$ cat src/rtl/vga_pkg.sv
// vga_pkg: default VGA timing, lock-state encoding and checksum width shared by the vga_rx slice
package vga_pkg;
  localparam int COLOR_BITS = 24;
  localparam int H_VISIBLE = 640;
  localparam int H_FRONT = 16;
  localparam int H_SYNC = 96;
  localparam int H_BACK = 48;
  localparam int V_VISIBLE = 480;
  localparam int V_FRONT = 10;
  localparam int V_SYNC = 2;
  localparam int V_BACK = 33;
  localparam int SUM_BITS = 16;
  typedef enum logic [1:0] {IDLE, ACQUIRE, LOCKED} lock_state_e;
endpackage

$ cat src/rtl/vga_rx_if.sv
// vga_rx_if: video input pins plus recovered pixel/status outputs of the VGA receiver
interface vga_rx_if import vga_pkg::*; #(parameter int COLOR_BITS = vga_pkg::COLOR_BITS);
  logic hsync_ni, vsync_ni;
  logic [COLOR_BITS/3-1:0] red_i, green_i, blue_i;
  logic [9:0] x_o, y_o;
  logic [COLOR_BITS-1:0] pixel_o;
  logic pixel_valid_o, frame_done_o, locked_o, sync_error_o;
  logic [SUM_BITS-1:0] frame_sum_o;
  modport master (
    output hsync_ni, vsync_ni, red_i, green_i, blue_i,
    input x_o, y_o, pixel_o, pixel_valid_o, frame_done_o, frame_sum_o, locked_o, sync_error_o
  );
  modport slave (
    input hsync_ni, vsync_ni, red_i, green_i, blue_i,
    output x_o, y_o, pixel_o, pixel_valid_o, frame_done_o, frame_sum_o, locked_o, sync_error_o
  );
endinterface

$ cat src/rtl/vga_rx_lock_fsm.sv
// vga_rx_lock_fsm: IDLE/ACQUIRE/LOCKED tracking driven by frame-start, error and timeout strobes
module vga_rx_lock_fsm import vga_pkg::*; (
  input  logic        clk_i,
  input  logic        reset_ni,
  input  logic        frame_start,
  input  logic        error,
  input  logic        timeout,
  output lock_state_e next_state,
  output logic        locked_o
);
  lock_state_e state;
  logic err_q, err_nxt;
  always_ff @(posedge clk_i or negedge reset_ni) begin
    if (!reset_ni) begin
      state <= IDLE;
      err_q <= 1'b0;
      locked_o <= 1'b0;
    end else begin
      state <= next_state;
      err_q <= err_nxt;
      locked_o <= next_state == LOCKED;
    end
  end
  // err_q marks the current acquisition as dirty; the next frame start re-arms instead of locking
  always_comb begin
    next_state = state;
    if (timeout) next_state = IDLE;
    else if (state == IDLE) next_state = frame_start ? ACQUIRE : IDLE;
    else if (state == ACQUIRE) next_state = frame_start && !err_q && !error ? LOCKED : ACQUIRE;
    else next_state = error ? ACQUIRE : LOCKED;
    err_nxt = next_state == ACQUIRE && !frame_start && (err_q || error || state == LOCKED);
  end
endmodule

$ cat src/rtl/vga_rx.sv
// vga_rx: recovers VGA frame timing, pixel coordinates and a per-frame checksum from sync strobes
module vga_rx import vga_pkg::*; #(
  parameter int COLOR_BITS = vga_pkg::COLOR_BITS,
  parameter int H_VISIBLE = vga_pkg::H_VISIBLE,
  parameter int H_FRONT = vga_pkg::H_FRONT,
  parameter int H_SYNC = vga_pkg::H_SYNC,
  parameter int H_BACK = vga_pkg::H_BACK,
  parameter int V_VISIBLE = vga_pkg::V_VISIBLE,
  parameter int V_FRONT = vga_pkg::V_FRONT,
  parameter int V_SYNC = vga_pkg::V_SYNC,
  parameter int V_BACK = vga_pkg::V_BACK
) (
  input logic     clk_i,
  input logic     reset_ni,
  vga_rx_if.slave vga
);
  localparam int H_TOTAL = H_VISIBLE + H_FRONT + H_SYNC + H_BACK;
  localparam int V_TOTAL = V_VISIBLE + V_FRONT + V_SYNC + V_BACK;
  localparam int HW = $clog2(2 * H_TOTAL + 1);
  localparam logic [HW-1:0] H_MAX = HW'(2 * H_TOTAL);
  localparam logic [HW-1:0] H_END = HW'(H_TOTAL - 1);
  localparam logic [HW-1:0] H_SW = HW'(H_SYNC - 1);
  localparam logic [HW-1:0] X0 = HW'(H_SYNC + H_BACK);
  localparam logic [HW-1:0] X1 = HW'(H_SYNC + H_BACK + H_VISIBLE);
  localparam logic [9:0] V_END = 10'(V_TOTAL - 1);
  localparam logic [9:0] Y0 = 10'(V_SYNC + V_BACK);
  localparam logic [9:0] Y1 = 10'(V_SYNC + V_BACK + V_VISIBLE);
  logic hs_r, hs_p, vs_r, vs_ls, h_seen, v_seen;
  logic [COLOR_BITS-1:0] rgb_r;
  logic [HW-1:0] hcnt_q, hcnt;
  logic [9:0] vcnt_q, vcnt;
  logic line_start, hs_rise, frame_start, timeout, error, vis, valid_nxt, done_nxt;
  logic [SUM_BITS-1:0] acc, acc_nxt;
  lock_state_e next_state;
  always_ff @(posedge clk_i or negedge reset_ni) begin
    if (!reset_ni) begin
      hs_r <= 1'b1;
      hs_p <= 1'b1;
      vs_r <= 1'b1;
      vs_ls <= 1'b1;
      rgb_r <= '0;
      hcnt_q <= '0;
      vcnt_q <= '0;
      h_seen <= 1'b0;
      v_seen <= 1'b0;
    end else begin
      hs_r <= vga.hsync_ni;
      hs_p <= hs_r;
      vs_r <= vga.vsync_ni;
      rgb_r <= {vga.red_i, vga.green_i, vga.blue_i};
      vs_ls <= line_start ? vs_r : vs_ls;
      hcnt_q <= hcnt;
      vcnt_q <= vcnt;
      h_seen <= h_seen | line_start;
      v_seen <= v_seen | frame_start;
    end
  end
  // hcnt/vcnt describe the pixel currently in the input register, not the previous one
  assign line_start = hs_p && !hs_r;
  assign hs_rise = !hs_p && hs_r;
  assign frame_start = line_start && !vs_r && vs_ls;
  assign hcnt = line_start ? '0 : hcnt_q == H_MAX ? hcnt_q : hcnt_q + 1'b1;
  assign vcnt = !line_start ? vcnt_q : frame_start ? '0 : vcnt_q == '1 ? vcnt_q : vcnt_q + 1'b1;
  assign timeout = hcnt == H_MAX && hcnt_q != H_MAX;
  assign error = timeout
               || (line_start && h_seen && hcnt_q != H_END)
               || (hs_rise && h_seen && hcnt_q != H_SW)
               || (frame_start && v_seen && vcnt_q != V_END);
  assign vis = hcnt >= X0 && hcnt < X1 && vcnt >= Y0 && vcnt < Y1;
  assign valid_nxt = vis && next_state == LOCKED;
  assign done_nxt = valid_nxt && hcnt == X1 - 1'b1 && vcnt == Y1 - 1'b1;
  assign acc_nxt = frame_start ? '0 : acc + (valid_nxt ? rgb_r[SUM_BITS-1:0] : '0);
  always_ff @(posedge clk_i or negedge reset_ni) begin
    if (!reset_ni) begin
      acc <= '0;
      vga.x_o <= '0;
      vga.y_o <= '0;
      vga.pixel_o <= '0;
      vga.pixel_valid_o <= 1'b0;
      vga.frame_done_o <= 1'b0;
      vga.frame_sum_o <= '0;
      vga.sync_error_o <= 1'b0;
    end else begin
      acc <= acc_nxt;
      vga.x_o <= vis ? 10'(hcnt - X0) : vga.x_o;
      vga.y_o <= vis ? vcnt - Y0 : vga.y_o;
      vga.pixel_o <= vis ? rgb_r : vga.pixel_o;
      vga.pixel_valid_o <= valid_nxt;
      vga.frame_done_o <= done_nxt;
      vga.frame_sum_o <= done_nxt ? acc_nxt : vga.frame_sum_o;
      vga.sync_error_o <= error;
    end
  end
  vga_rx_lock_fsm u_fsm (
    .clk_i(clk_i),
    .reset_ni(reset_ni),
    .frame_start(frame_start),
    .error(error),
    .timeout(timeout),
    .next_state(next_state),
    .locked_o(vga.locked_o)
  );
endmodule

$ cat src/flat_wrapper.sv
// flat-port wrapper written by rule: the top's interface ports become plain ports
module vga_rx_flat import vga_pkg::*;
#(
  parameter int COLOR_BITS = vga_pkg::COLOR_BITS,
  parameter int H_VISIBLE = vga_pkg::H_VISIBLE,
  parameter int H_FRONT = vga_pkg::H_FRONT,
  parameter int H_SYNC = vga_pkg::H_SYNC,
  parameter int H_BACK = vga_pkg::H_BACK,
  parameter int V_VISIBLE = vga_pkg::V_VISIBLE,
  parameter int V_FRONT = vga_pkg::V_FRONT,
  parameter int V_SYNC = vga_pkg::V_SYNC,
  parameter int V_BACK = vga_pkg::V_BACK
)
  (clk_i, reset_ni, vga_hsync_ni, vga_vsync_ni, vga_red_i, vga_green_i, vga_blue_i, vga_x_o, vga_y_o, vga_pixel_o, vga_pixel_valid_o, vga_frame_done_o, vga_frame_sum_o, vga_locked_o, vga_sync_error_o);
  vga_rx_if #(.COLOR_BITS(COLOR_BITS)) vga_i ();
  input logic clk_i;
  input logic reset_ni;
  input wire logic [$bits(vga_i.hsync_ni)-1:0] vga_hsync_ni;
  input wire logic [$bits(vga_i.vsync_ni)-1:0] vga_vsync_ni;
  input wire logic [$bits(vga_i.red_i)-1:0] vga_red_i;
  input wire logic [$bits(vga_i.green_i)-1:0] vga_green_i;
  input wire logic [$bits(vga_i.blue_i)-1:0] vga_blue_i;
  output wire logic [$bits(vga_i.x_o)-1:0] vga_x_o;
  output wire logic [$bits(vga_i.y_o)-1:0] vga_y_o;
  output wire logic [$bits(vga_i.pixel_o)-1:0] vga_pixel_o;
  output wire logic [$bits(vga_i.pixel_valid_o)-1:0] vga_pixel_valid_o;
  output wire logic [$bits(vga_i.frame_done_o)-1:0] vga_frame_done_o;
  output wire logic [$bits(vga_i.frame_sum_o)-1:0] vga_frame_sum_o;
  output wire logic [$bits(vga_i.locked_o)-1:0] vga_locked_o;
  output wire logic [$bits(vga_i.sync_error_o)-1:0] vga_sync_error_o;
  assign vga_i.hsync_ni = vga_hsync_ni;
  assign vga_i.vsync_ni = vga_vsync_ni;
  assign vga_i.red_i = vga_red_i;
  assign vga_i.green_i = vga_green_i;
  assign vga_i.blue_i = vga_blue_i;
  assign vga_x_o = vga_i.x_o;
  assign vga_y_o = vga_i.y_o;
  assign vga_pixel_o = vga_i.pixel_o;
  assign vga_pixel_valid_o = vga_i.pixel_valid_o;
  assign vga_frame_done_o = vga_i.frame_done_o;
  assign vga_frame_sum_o = vga_i.frame_sum_o;
  assign vga_locked_o = vga_i.locked_o;
  assign vga_sync_error_o = vga_i.sync_error_o;
  vga_rx #(.COLOR_BITS(COLOR_BITS), .H_VISIBLE(H_VISIBLE), .H_FRONT(H_FRONT), .H_SYNC(H_SYNC), .H_BACK(H_BACK), .V_VISIBLE(V_VISIBLE), .V_FRONT(V_FRONT), .V_SYNC(V_SYNC), .V_BACK(V_BACK)) u_core (.clk_i(clk_i), .reset_ni(reset_ni), .vga(vga_i));
endmodule
$ cat config.mk
export PLATFORM = sky130hd
export DESIGN_NAME = vga_rx_flat
export DESIGN_NICKNAME = d
export VERILOG_FILES = /design/src/rtl/vga_pkg.sv /design/src/rtl/vga_rx_if.sv /design/src/rtl/vga_rx_lock_fsm.sv /design/src/rtl/vga_rx.sv /design/src/flat_wrapper.sv
export SDC_FILE = /design/constraint.sdc
export NUM_CORES = 1
export LEC_CHECK = 0
export ABC_AREA = 1
export CAP_MARGIN = 10
export CELL_PAD_IN_SITES_DETAIL_PLACEMENT = 1
export CELL_PAD_IN_SITES_GLOBAL_PLACEMENT = 1
export CORE_UTILIZATION = 23
export CTS_BUF_LIST = sky130_fd_sc_hd__clkbuf_4
export DETAILED_ROUTE_END_ITERATION = 10
export PLACE_DENSITY_LB_ADDON = 0.1
export SETUP_SLACK_MARGIN = 0.15
export SLEW_MARGIN = 20
export SYNTH_ARGS = -nofsm -noshare
export SYNTH_HDL_FRONTEND = slang
export SYNTH_SLANG_ARGS = --single-unit
$ cat constraint.sdc
create_clock -name clk_i -period 9.1 [get_ports clk_i]
set_input_delay 1.365 -clock clk_i [delete_from_list [all_inputs] [get_ports clk_i]]
set_output_delay 1.365 -clock clk_i [all_outputs]
set_load 0.01 [all_outputs]
Word-level counts from Yosys, hierarchy flattened:

Index checks and enable logic that the tools add are counted.

* register bits after elaboration: 134
* bits in latches: 0
* RAM bits: 0
* bits in read-only memories: 0
* input port bits: 28
* output and inout port bits: 64
* logic and storage cells: 90
* memories kept: 0

* add/sub/neg operators: 5
* multipliers: 0
* divide/modulo/power cells: 0
* $lt $le $gt $ge: 4
* eq/ne operators: 13
* shift-type cells: 0
* multiplexer cells: 13
* bitwise logic cells: 2
* reductions and logical operators: 33

Operator list (count)
* $mux 16: 2
* $mux 10: 3
* $eq 11x11->1 const B: 2
* $mux 11: 2
* $logic_and 1x1->1: 21
* $eq 10x10->1 const B: 2
* $add 16x16->16: 1
* $add 11x1->11 const B: 1
* $eq 11x10->1 const B: 1
* $ge 11x8->1 const B: 1
* $lt 11x10->1 const B: 1
* $ne 11x10->1 const B: 1
* $ne 11x11->1 const B: 1
* $ne 11x7->1 const B: 1
* $add 10x1->10 const B: 1
* $ge 10x6->1 const B: 1
* $lt 10x10->1 const B: 1
* $mux 2: 5
* $ne 10x10->1 const B: 1
* $sub 10x6->10 const B: 1
* $sub 10x8->10 const B: 1
* $logic_not 1->1: 6
* $logic_or 1x1->1: 5
* $eq 2x1->1 const B: 2
* 4 further kinds: 6

Longest topological paths before layout:

* depth after elaboration: 19
* mapped depth: 34
* mapped depth without buffers: 33

Cells and area by module:

From an unflattened synthesis, not the netlist that was laid out.

* cells, all modules: 798
* area, all modules: 6567.5 um2

By module, submodules not included
* vga_rx: times used 1, cells an instance 779, area each 6403.6 um2, sequential area each 3258.1 um2
* vga_rx_lock_fsm: times used 1, cells an instance 19, area each 163.9 um2, sequential area each 100.1 um2

Worst setup path after synthesis:

OpenSTA, ideal clock, no wires.

* path type: reg-to-reg
* start: register u_core.hs_p
* end: register u_core.vga.frame_sum_o[15]
* library setup time: 0.119 ns
* arrival time: 4.199 ns
* required time: 8.981 ns
* setup slack: 4.783 ns
* stages on the path, launching flop included: 32
* buffers on the path: 3
* period minus slack after synthesis: 4.317 ns
* cells stage by stage: dfstp_2 > nand2_1 > buf_4 > inv_2 > buf_4 > nand2_1 > inv_1 > nor2_1 > nor3_1 > ha_1 > inv_1 > nand3_1 > nor2_2 > a21oi_4 > nor2_2 > nor2_8 > buf_2 > nand2_1 > nor3_1 > ha_1 > nand3_1 > nand2_1 > inv_1 > o21ai_0 > a21oi_1 > o21bai_1 > nand2_1 > nand3_1 > a31oi_1 > nand3_1 > nand4_1 > nand2_1

* elaborated cells on any way between the ends: 44
* those cells by class: add/sub: 1; order compare: 4; eq/ne: 4; mux: 11; reduce/logical: 24

RTL lines
* from (decl): RTL line vga_rx.sv:28 `logic hs_r, hs_p, vs_r, vs_ls, h_seen, v_seen;`
* from (signal assigned): RTL line vga_rx.sv:48 `hs_p <= hs_r;`
* $logic_and 1x1->1 *: RTL line vga_rx.sv:59 `assign line_start = hs_p && !hs_r;`
* $logic_and 1x1->1 (2 in series): RTL line vga_rx.sv:61 `assign frame_start = line_start && !vs_r && vs_ls;`
* $mux 10: RTL line vga_rx.sv:63 `assign vcnt = !line_start ? vcnt_q : frame_start ? '0 : vcnt_q == '1 ? vcnt_q : vcnt_q + 1'b1;`
* $mux 10 *: RTL line vga_rx.sv:63
* via u_core.vcnt[0]: RTL line vga_rx.sv:31 `logic [9:0] vcnt_q, vcnt;`
* $ge 10x6->1: RTL line vga_rx.sv:69 `assign vis = hcnt >= X0 && hcnt < X1 && vcnt >= Y0 && vcnt < Y1;`
* $logic_and 1x1->1 (2 in series): RTL line vga_rx.sv:69
* $logic_and 1x1->1: RTL line vga_rx.sv:70 `assign valid_nxt = vis && next_state == LOCKED;`
* $mux 16: RTL line vga_rx.sv:72 `assign acc_nxt = frame_start ? '0 : acc + (valid_nxt ? rgb_r[SUM_BITS-1:0] : '0);`
* $add 16x16->16: RTL line vga_rx.sv:72
* $mux 16: RTL line vga_rx.sv:72
* to (signal assigned): RTL line vga_rx.sv:90 `vga.frame_sum_o <= done_nxt ? acc_nxt : vga.frame_sum_o;`
* to (decl): RTL line vga_rx_if.sv:15 `output x_o, y_o, pixel_o, pixel_valid_o, frame_done_o, frame_sum_o, locked_o, sync_error_o`

The timed path passes the listed nets; every way through them passes the cells marked *.
A chain may end at the register's enable or synchronous reset.

Worst setup path in the final report:

* start: register u_core.hs_r
* end: register u_core.vga.frame_sum_o[15]

* elaborated cells on any way between the ends: 44
* those cells by class: add/sub: 1; order compare: 4; eq/ne: 4; mux: 11; reduce/logical: 24

RTL lines
* from (decl): RTL line vga_rx.sv:28
* from (signal assigned): RTL line vga_rx.sv:47 `hs_r <= vga.hsync_ni;`
* $logic_not 1->1 *: RTL line vga_rx.sv:59
* $logic_and 1x1->1 *: RTL line vga_rx.sv:59
* $logic_and 1x1->1 (2 in series): RTL line vga_rx.sv:61
* $mux 10: RTL line vga_rx.sv:63
* $mux 10 *: RTL line vga_rx.sv:63
* via u_core.vcnt[0]: RTL line vga_rx.sv:31
* $ge 10x6->1: RTL line vga_rx.sv:69
* $logic_and 1x1->1 (2 in series): RTL line vga_rx.sv:69
* $logic_and 1x1->1: RTL line vga_rx.sv:70
* $mux 16: RTL line vga_rx.sv:72
* $add 16x16->16: RTL line vga_rx.sv:72
* $mux 16: RTL line vga_rx.sv:72

Marked as above.

==> impl_metrics.ini <==
[cells_and_area]
layout_common_cells = 255 x nand2_1, 130 x dfrtp_1, 90 x clkdlybuf4s50_1, 73 x inv_1, 69 x nor2_1
layout_commonest_cell = nand2_1
drive_above_1_share = 0.0817
final_util = 0.293
area_growth_pct = 24.3
final_nets = 946

[floorplanning]
die_area_sq_mm = 0.0295
start_util = 0.236
io_pins = 92
die_w_microns = 172
die_h_microns = 172
rows = 61
coreArea_sq_mm = 0.0281

[global_routing]
track_usage = 0.154
grt-ovfl-total = 0
antenna_found_initial = 1
grt_max_degree = 69
grt_pass1_wl_microns = 34000
grt_pass1_vias = 5936

[worst_hold_path]
hp-class = register to register

[timing]
finalCritPeriodShare = 0.663
fmax_ghz = 0.166
maxSlewHeadroom = 0.399
tightest_slew_ns = 0.901
finalCriticalPeriod_ns = 6.03
finalHoldViolCount = 0
rsz0062_at_grt = no
tns_ns = 0
finalSetupViolCount = 0
fin_worst_skew_ns = 0.0227
slew_violations = 0

[critical_path]
critPathRequiredTime_ns = 9.56
arrival_ns = 6.49
startpoint_type = register
worstSetupEndpointType = register
slowest_delay_ns = 0.60
crit_top_cell = nand2_1
cp_top_family = simple AND/OR/NAND/NOR gates
crit_path_top_delay_cell = nand2_1
crit_buf_inv = 5
worstSetupPathType = register to register
critPathMaxFanout = 35

[cts]
cts_sinks = 134
cts-buffers-inserted = 17
cts.repair.resized = 0
postCtsSetupRepairBufs = 0
ctsHoldBuffers = 0
cts_root_buffer = clkbuf_4
cts.reportedPaths.clkPinSlew_ns = 0.15
cts_buffer_depth = 2
cts_tree = yes
clk_latency_ns = 0.55
htreeDepth = 4

[placed_design]
finalWeightedCongestion = 0.764
dp_hpwl_microns = 15400
port_buffers = 91

[synthesis]
syn-mean-instance-area_sq_um = 8.30
synth_cell_types = 42
syn_nets = 852
syn_area_sq_mm = 0.00663
synth_warnings = 0
yosysSeqAreaShare = 0.507
synthCells = 799
synth_seq_cells = 134

[drt]
drc = 0
via_per_inst = 4.32
ant_nets = 0
wirelength_microns = 21200
drtPass1Iterations = 4
wire_per_inst_microns = 16.5
via_count = 5545
drt_iter0_drc = 312

[power_and_ir_drop]
ir_drop_uv = 68.9
p_leak_uw = 0.00400
cellPowerDensity_mw_per_mm2 = 158

[run]
cap_violations = 0

[run_status]
status = finished clean
[sequential cells by signal (all words and copies together) (netlist names), 2 cells and up]
register	count
u_core.rgb_r	24
u_core.vga.pixel_o	24
u_core.acc	16
u_core.vga.frame_sum_o	16
u_core.hcnt_q	11
u_core.vcnt_q	10
u_core.vga.x_o	10
u_core.vga.y_o	10
u_core.u_fsm.state	2
[where the power goes]
group          internal (uW)  total (uW)  switching (uW)
Sequential               623         657            34.3
Clock                    174         439             265
Combinational           67.8         205             137
[worst register-to-register path, delay by kind of cell (launching register included)]
kind            cells  cell delay, ns
compound gates      6            0.92
buf+inv             5            0.74
fa+ha+maj           2            0.58
flops               1            0.56
simple gates       16            3.16
[per-stage QoR]
step	power, uW	std cells	hold slack, ns	area, sq um	setup slack [ns]
2_1_floorplan	796	799	0.354	6630	4.78
3_5_place_dp	877	1252	0.363	7930	2.94
6_report	1300	1285	0.380	8240	3.07
5_1_grt	1380	1285	0.390	8240	2.26
3_3_place_gp	880	1252	0.355	7930	3.06
4_1_cts	1340	1284	0.383	8230	2.89
[worst paths after layout]
| path | start | end | slack, ns | depth (start not counted) |
|---|---|---|---|---|
| min in group asynchronous | reset_ni | u_core.vga.y_o[1]$_DFFE_PN0P_ | 0.80 | 1 |
| worst max-delay path | u_core.hs_r$_DFF_PN1_ | u_core.vga.frame_sum_o[15]$_DFFE_PN0P_ | 3.07 | 29 |
| worst min register to register | u_core.hs_r$_DFF_PN1_ | u_core.hs_p$_DFF_PN1_ | 0.38 | 0 |
| worst min-delay path | u_core.hs_r$_DFF_PN1_ | u_core.hs_p$_DFF_PN1_ | 0.38 | 0 |
| worst max register to register | u_core.hs_r$_DFF_PN1_ | u_core.vga.frame_sum_o[15]$_DFFE_PN0P_ | 3.07 | 29 |
| max in group asynchronous | reset_ni | u_core.rgb_r[2]$_DFF_PN0_ | 6.95 | 2 |
[cell usage after synthesis (all sizes together)]
library cell  number  share of area
clkbuf             3         0.0017
xnor2              1         0.0013
xor2               8          0.011
o211ai             2         0.0023
nor4               3         0.0028
o21a               1         0.0011
inv               79          0.045
or2                2         0.0019
fa                 1         0.0030
nor3              27          0.022
a31oi              7         0.0066
a211oi             2         0.0023
o211a              1         0.0015
buf               18          0.016
nand2            262           0.15
nor2              80          0.056
o21bai             3         0.0051
nand3             62          0.050
dfrtp            130           0.49
dfstp              4          0.016
o31ai              3         0.0034
nor3b              1         0.0011
o21ai             33          0.025
nand3b             2         0.0023
ha                24          0.045
nand4             15          0.014
a21oi             25          0.021
[layout make-up]
type | count | area, sq um
diodes | 1 | 2.50
clock buffers | 18 | 135
clock inverters | 14 | 165
fillers | 3383 | 19900
inverters | 79 | 297
multi-input cells | 565 | 2860
flip-flops and latches | 134 | 3360
well taps | 378 | 473
repair buffers | 96 | 950
[metal layers]
layer  track usage  up-vias  wire length [microns]
met5             0        -                      0
met4        0.0354        0                    190
met3        0.0299       14                    639
met2         0.241       81                   9740
met1         0.217     2686                  10700
li1              -     2764                      -
[cell families after synthesis]
| family | synth area share |
|---|---|
| flip-flops | 0.507 |
| adder cells (fa/ha/maj) | 0.0483 |
| XOR/XNOR | 0.0119 |
| AND/OR/NAND/NOR | 0.302 |
| AO/OA/AOI/OAI | 0.0683 |
| buffers and inverters | 0.0625 |
No activity file was read; power rests on OpenSTA's default activity.
